**config.mk**
```make
export PLATFORM = sky130hd
export DESIGN_NAME = scale_out_fifo_flat
export DESIGN_NICKNAME = d
export VERILOG_FILES = /design/src/rtl/scale_pkg.sv /design/src/rtl/scale_out_fifo_if.sv /design/src/rtl/scale_out_fifo.sv /design/src/flat_wrapper.sv
export SDC_FILE = /design/constraint.sdc
export NUM_CORES = 1
export LEC_CHECK = 0
export BUFFER_PORTS_ARGS = -buffer_cell sky130_fd_sc_hd__buf_4
export CAP_MARGIN = 20
export CORE_AREA = 2 2 59 61
export CTS_CLUSTER_DIAMETER = 200
export DETAILED_ROUTE_END_ITERATION = 6
export DIE_AREA = 0 0 61 63
export PLACE_DENSITY = 0.75
export SYNTH_ARGS = -nofsm -noshare
export SYNTH_HDL_FRONTEND = slang
export SYNTH_SLANG_ARGS = --single-unit
```
**constraint.sdc**
```tcl
create_clock -name clk -period 4.4 [get_ports clk]
set_input_delay 0 -clock clk [delete_from_list [all_inputs] [get_ports clk]]
set_output_delay 0 -clock clk [all_outputs]
set_load 0.005 [all_outputs]
```
**src/rtl/scale_pkg.sv**
```systemverilog
// Shared scale data-path types, used by the scale mux, the output FIFO and their benches.
package scale_pkg;

   localparam int DATA_W = 8;

   typedef logic [DATA_W-1:0] data_t;

endpackage : scale_pkg

```
**src/rtl/scale_out_fifo_if.sv**
```systemverilog
// Handshake bundle between the scale mux, the output FIFO and the downstream consumer.
interface scale_out_fifo_if #(
   parameter int WIDTH = scale_pkg::DATA_W,
   parameter int DEPTH = 4
);

   localparam int CNT_W = $clog2(DEPTH + 1);

   logic             flush;
   logic [WIDTH-1:0] in_data;
   logic             in_valid;
   logic             in_ready;
   logic [WIDTH-1:0] out_data;
   logic             out_valid;
   logic             out_ready;
   logic [CNT_W-1:0] count;

   // master: the environment around the FIFO (producer and consumer side)
   modport master (
      output flush, in_data, in_valid, out_ready,
      input  in_ready, out_data, out_valid, count
   );

   modport slave (
      input  flush, in_data, in_valid, out_ready,
      output in_ready, out_data, out_valid, count
   );

endinterface : scale_out_fifo_if

```
**src/rtl/scale_out_fifo.sv**
```systemverilog
// First-word-fall-through FIFO decoupling the scale mux output from downstream back-pressure.
module scale_out_fifo
   import scale_pkg::*;
#(
   parameter int WIDTH = DATA_W,
   parameter int DEPTH = 4
) (
   input  logic              clk,
   input  logic              rst,
   scale_out_fifo_if.slave   bus
);

   localparam int PTR_W = $clog2(DEPTH);
   localparam int CNT_W = $clog2(DEPTH + 1);
   localparam logic [CNT_W-1:0] FULL_CNT = CNT_W'(DEPTH);

   logic [WIDTH-1:0] mem_q [DEPTH];
   logic [PTR_W-1:0] wr_ptr_q, wr_ptr_d;
   logic [PTR_W-1:0] rd_ptr_q, rd_ptr_d;
   logic [CNT_W-1:0] count_q, count_d;
   logic             push;
   logic             pop;

   // in_ready depends only on registered occupancy, never on out_ready
   assign bus.in_ready  = (count_q < FULL_CNT) & ~rst;
   assign bus.out_valid = (count_q != '0);
   assign bus.out_data  = bus.out_valid ? mem_q[rd_ptr_q] : '0;
   assign bus.count     = count_q;

   assign push = bus.in_valid & bus.in_ready;
   assign pop  = bus.out_valid & bus.out_ready;

   always_comb begin
      wr_ptr_d = wr_ptr_q;
      rd_ptr_d = rd_ptr_q;
      count_d  = count_q;
      if (bus.flush) begin
         wr_ptr_d = '0;
         rd_ptr_d = '0;
         count_d  = '0;
      end else begin
         // DEPTH is a power of two, so natural overflow gives the modulo wrap
         if (push) wr_ptr_d = wr_ptr_q + PTR_W'(1);
         if (pop)  rd_ptr_d = rd_ptr_q + PTR_W'(1);
         unique case ({push, pop})
            2'b10:   count_d = count_q + CNT_W'(1);
            2'b01:   count_d = count_q - CNT_W'(1);
            default: count_d = count_q;
         endcase
      end
   end

   // NOTE: state registers use non-blocking assignments so every flop samples pre-edge values.
   always_ff @(posedge clk or posedge rst) begin
      if (rst) begin
         wr_ptr_q <= '0;
         rd_ptr_q <= '0;
         count_q  <= '0;
      end else begin
         wr_ptr_q <= wr_ptr_d;
         rd_ptr_q <= rd_ptr_d;
         count_q  <= count_d;
      end
   end

   // NOTE: storage has no reset; out_data is masked by out_valid, so stale entries are never seen.
   always_ff @(posedge clk) begin
      if (push && !bus.flush) begin
         mem_q[wr_ptr_q] <= bus.in_data;
      end
   end

endmodule : scale_out_fifo
```
**src/flat_wrapper.sv**
```systemverilog
// flat-port wrapper written by rule: the top's interface ports become plain ports
module scale_out_fifo_flat import scale_pkg::*;
#(
   parameter int WIDTH = DATA_W,
   parameter int DEPTH = 4
)
  (clk, rst, bus_flush, bus_in_data, bus_in_valid, bus_out_ready, bus_in_ready, bus_out_data, bus_out_valid, bus_count);
  scale_out_fifo_if #(.WIDTH(WIDTH), .DEPTH(DEPTH)) bus_i ();
  input  logic clk;
  input  logic rst;
  input wire logic [$bits(bus_i.flush)-1:0] bus_flush;
  input wire logic [$bits(bus_i.in_data)-1:0] bus_in_data;
  input wire logic [$bits(bus_i.in_valid)-1:0] bus_in_valid;
  input wire logic [$bits(bus_i.out_ready)-1:0] bus_out_ready;
  output wire logic [$bits(bus_i.in_ready)-1:0] bus_in_ready;
  output wire logic [$bits(bus_i.out_data)-1:0] bus_out_data;
  output wire logic [$bits(bus_i.out_valid)-1:0] bus_out_valid;
  output wire logic [$bits(bus_i.count)-1:0] bus_count;
  assign bus_i.flush = bus_flush;
  assign bus_i.in_data = bus_in_data;
  assign bus_i.in_valid = bus_in_valid;
  assign bus_i.out_ready = bus_out_ready;
  assign bus_in_ready = bus_i.in_ready;
  assign bus_out_data = bus_i.out_data;
  assign bus_out_valid = bus_i.out_valid;
  assign bus_count = bus_i.count;
  scale_out_fifo #(.WIDTH(WIDTH), .DEPTH(DEPTH)) u_core (.clk(clk), .rst(rst), .bus(bus_i));
endmodule
```
# --- Word level (Yosys, flattened, before mapping) ---
# Memories as Yosys holds them, arrays and structs flattened.
# Cells that the tools add are included.
totals:
  register_bits: 7
  ram_bits: 32
  output_inout_bits: 13
  in_bits: 13
  elab_cells: 30
  memories: 1
memory_table:
  columns: ["memory", "depth", "width", "rd", "rd_ports_with_merged_regs", "write_ports", "line_no", "rtl"]
  rows:
  - ["u_core.mem_q", 4, 8, 1, 0, 1, "scale_out_fifo.sv:17", "logic [WIDTH-1:0] mem_q [DEPTH];"]
classes:
  muxes: 9
  eq_ne: 2
  addsub: 4
  n_bitwise: 4
  magnitude_cmp: 1
  n_reduce_logical: 6
op_table:
  columns: ["operator", "count"]
  rows:
  - ["$mux W2", 4]
  - ["$mux W8", 1]
  - ["$pmux W3 S2", 1]
  - ["$reduce_bool A3 Y1", 2]
  - ["$add A2 B1 Y2 const B", 2]
  - ["$reduce_bool A2 Y1", 2]
  - ["$add A3 B1 Y3 const B", 1]
  - ["$and A1 B1 Y1", 3]
  - ["$lt A3 B3 Y1 const B", 1]
  - ["$mux W3", 1]
  - ["$sub A3 B1 Y3 const B", 1]
  - ["$eq A2 B1 Y1 const B", 1]
  - ["$eq A2 B2 Y1 const B", 1]
  - ["$mux W1", 2]
  - ["$logic_and A1 B1 Y1", 1]
  - ["$logic_not A1 Y1", 1]
  - ["$not A1 Y1", 1]

# --- Longest topological paths before layout ---
depth:
  depth_word: 6
  ltp_mapped: 6
  depth_no_buf: 5

# --- Worst setup path after synthesis ---
# No wires, ideal clock.
synth_timing:
  kind: "reg-to-reg"
  from: "register u_core.count_q[2] (netlist: u_core.bus.count[2])"
  to: "register u_core.count_q[1] (netlist: u_core.bus.count[1])"
  setup_time_ns: 0.104
  path_slack_ns: 2.376
  t_required_ns: 4.296
  arrival_time_ns: 1.920
  period_less_slack_ns: 2.024
  path_buffers: 0
  stages_incl_launch_ff: 6
  path_cell_list: "dfrtp_1 o31ai_2 nor2_1 fa_1 or4b_1 o311ai_1"
synth_between:
  elab_chain_len: 6
  elab_cells_between_ends: 10
synth_lines:
  columns: ["element", "line_no", "rtl"]
  rows:
  - ["start: declaration", "scale_out_fifo.sv:20", "logic [CNT_W-1:0] count_q, count_d;"]
  - ["start signal: assignment", "scale_out_fifo.sv:62", "count_q <= count_d;"]
  - ["$lt A3 B3 Y1", "scale_out_fifo.sv:25", "assign bus.in_ready = (count_q < FULL_CNT) & ~rst;"]
  - ["$and A1 B1 Y1", "scale_out_fifo.sv:25", null]
  - ["$and A1 B1 Y1", "scale_out_fifo.sv:30", "assign push = bus.in_valid & bus.in_ready;"]
  - ["$eq A2 B1 Y1 / $eq A2 B2 Y1 (equally long branches)", "scale_out_fifo.sv:45", "unique case ({push, pop})"]
  - ["$pmux W3 S2", "scale_out_fifo.sv:45", null]
  - ["$mux W3", "scale_out_fifo.sv:37", "if (bus.flush) begin"]
# Parallel ways exist; a longest one is shown, timed or not.
# A chain may end at the register's enable or synchronous reset.

# --- Worst setup path after layout ---
# Same ends and word-level chain as after synthesis.

==> out/qor.yml <==
clocking:
  clock_latency_ns: 0.34
  cts_tree: "built"
  numClockSinks: 39
  path_clk_slew_ns: 0.10
  cts.path.max_buffers: 2
  numCtsBuffers: 5
  htreeDepth: 2
  cts-root-buf: "clkbuf_4"
detailed_routing:
  drt_pre_antenna_iters: 5
  drtIter0Drc: 32
  viasPerCell: 5.21
  ant_nets: 0
  drc_errors: 0
  drt-wirelength-per-cell_um: 16.1
  wl_mm: 3.01
  vias: 975
timing:
  finalMaxSlewViolations: 0
  period_minus_slack_ns: 2.41
  slew_headroom_pct: 54.4
  fmaxAchievable_ghz: 0.414
  tns_ns: 0
  final-hold-violation-count: 0
  worstMarginPinSlew_ns: 0.681
  finalCritPeriodShare_pct: 54.8
  setup_violations: 0
  skew_ns: 0.00824
  rsz0062_at_grt: "false"
floorplanning:
  fp.dieW_um: 61
  num_rows: 21
  start_util_pct: 52.6
  io_pins: 26
  die-area_mm2: 0.00384
  core_mm2: 0.00323
  die_h_um: 63
yosys:
  syn_nets: 120
  synth-adder-area-share_pct: 4.12
  yosysUniqueCellTypes: 29
  synth_seq_area_share_pct: 66.8
  synth_warnings: 0
  synthTopCellsByCount: "32 x edfxtp_1, 9 x nor2b_1, 8 x mux4_2"
  netlist_instances: 102
  synth-simple-area-share_pct: 9.35
  syn_area_mm2: 0.00170
  dominantRegCellSynth: "edfxtp_1"
  yosysMostFrequentCell: "edfxtp_1"
  ys_ff_latch: 39
  synthMuxAreaShare_pct: 11.2
  async_reset_ff_share_pct: 17.9
  synth_compound_area_share_pct: 3.02
  yosysTopAreaCellShare_pct: 56.5
  synth_largest_area_cell: "edfxtp_1"
  synth_top_family_by_area: "multiplexers"
  synth.area.top_cells: "edfxtp_1 57%, mux4_2 11%, dfrtp_1 10%, nor2b_1 3.3%, ha_1 2.9%"
  synth_edf_count: 32
  syn_area_per_cell_um2: 16.7
  yosys.area_share.xor_xnor_pct: 2.58
cells_and_area:
  fillerInstances: 251
  nets: 158
  area_growth_pct: 22.7
  design_area_mm2: 0.00209
  layout-drive-gt1-share_pct: 30.5
  multi_input_area_um2: 514
  diodes: 0
  regArea_mm2: 0.00114
grt:
  track_usage_pct: 17.8
  grt_start_max_net_pins: 13
  antenna_found_initial: 0
  overflow: 0
  grt_pass1_vias: 962
  grt_pass1_wl_mm: 4.71
power:
  cellInternalPower_mw: 0.561
  swShare_pct: 24.2
  switchingPower_mw: 0.179
  clkPwrFrac_pct: 25.3
  power_density_mw_per_mm2: 355
  p_leak_nw: 0.776
  combPwrFrac_pct: 16.8
  power.share.sequential_pct: 57.9
  ir_drop_mv: 0.222
setup_path:
  cp-end-kind: "flip-flop"
  worstPathArrival_ns: 2.66
  path_class: "flip-flop to flip-flop"
  start_kind: "flip-flop"
  critPathRequiredTime_ns: 4.65
  critPathMaxFanout: 11
placed_design:
  port_buffers: 25
  post-dp-hpwl_mm: 2.00
  routabilityCongestion: 0.694
  postPlaceCellArea_mm2: 0.00193
outcome:
  status: "complete, no violations"
worst_hold_path:
  min_path_type: "input pin to flip-flop"
flow_run:
  cap_violations: 0
[state kept, by name (all words and copies together), names as in the netlist]
| name | flops |
|---|---|
| u_core.bus.count | 3 |
| u_core.mem_q | 32 |
| u_core.rd_ptr_q | 2 |
| u_core.wr_ptr_q | 2 |
[cells in the final DEF (no fill, tap or decap), drive strengths merged]
cell and count:
nor2b 9, ha 4, nor3 1, o21ai 2
nor3b 1, fa 1, or4b 1, mux2i 1
inv 6, mux4 8, or3 1, buf 26
o31ai 1, nor2 6, dlygate4sd3 10, o311ai 2
xnor2 3, or4 1, nand3 1, xor2 2
nand4b 1, clkbuf 7, and2 4, a21oi 1
clkinv 1, edfxtp 32, a31oi 1, dfrtp 7
[worst paths after layout]
kind                                startpoint             endpoint  slack [ns]  depth (start not counted)
hold / removal                   bus_out_ready  u_core.bus.count[0]        0.06                          4
hold reg to reg             u_core.wr_ptr_q[0]   u_core.wr_ptr_q[0]        0.63                          2
max in group asynchronous                  rst   u_core.rd_ptr_q[1]        4.00                          3
min in group asynchronous                  rst  u_core.bus.count[1]        0.19                          3
setup reg to reg           u_core.bus.count[2]  u_core.bus.count[1]        1.99                          5
setup / recovery           u_core.bus.count[2]  u_core.bus.count[1]        1.99                          5
[layout make-up]
type                            count  share of cell area, %
Clock inverter                      1                  0.240
Sequential cell                    39                   54.5
Clock buffer                        7                   2.64
Inverter                            6                   1.08
Timing Repair Buffer               36                   14.2
Multi-Input combinational cell     52                   24.7
Tap cell                           46                   2.76
[metrics by stage]
step	std cells	power [mW]	hold slack [ns]	worst slack (ns)	util, %
after floorplan	102	0.499	-0.197	2.38	-
after global placement	169	0.550	-0.0283	2.14	59.6
after detailed placement	169	0.556	-0.0293	2.01	59.6
after CTS	187	0.749	0.0376	1.98	64.5
after global routing	187	0.774	0.0796	1.80	64.5
final	187	0.740	0.0603	1.99	64.5
[logic make-up after synthesis]
| kind of cell | count (synthesis) |
|---|---|
| DFF | 39 |
| adders and majority gates | 5 |
| and+or+nand+nor | 26 |
| AOI/OAI and AO/OA | 7 |
| buffers and inverters | 11 |
| muxes | 9 |
| xor gates and xnor gates | 5 |
[per-layer routing]
layer | global-route usage [%] | vias up | share of wire [%]
met4 | 8.97 | 0 | 2.0
met3 | 3.73 | 7 | 2.7
met5 | 0 | - | 0
met1 | 20.4 | 491 | 41
li1 | - | 454 | -
met2 | 30.2 | 23 | 54
[power by group through the flow]
stage | clock (mW) | combinational, mW | sequential [mW]
2_1_floorplan | 0 | 0.0730 | 0.426
3_3_place_gp | 0 | 0.114 | 0.436
3_5_place_dp | 0 | 0.118 | 0.437
4_1_cts | 0.195 | 0.126 | 0.429
5_1_grt | 0.207 | 0.136 | 0.432
6_report | 0.188 | 0.124 | 0.429
[repair_timing]
action | in CTS | in global routing
resized for setup | 0 | 0
hold buffers | 10 | 0
buffers inserted | 0 | 0
endpoints found under the hold margin | 46 | 0
[critical path: stages, from the launching register on]
cell and delay [ns]:
dfrtp_1 0.48, nor3b_2 0.62, nor2_1 0.14, fa_1 0.54, or4b_1 0.45, o311ai_1 0.09
No activity file was read; power rests on OpenSTA's default activity.
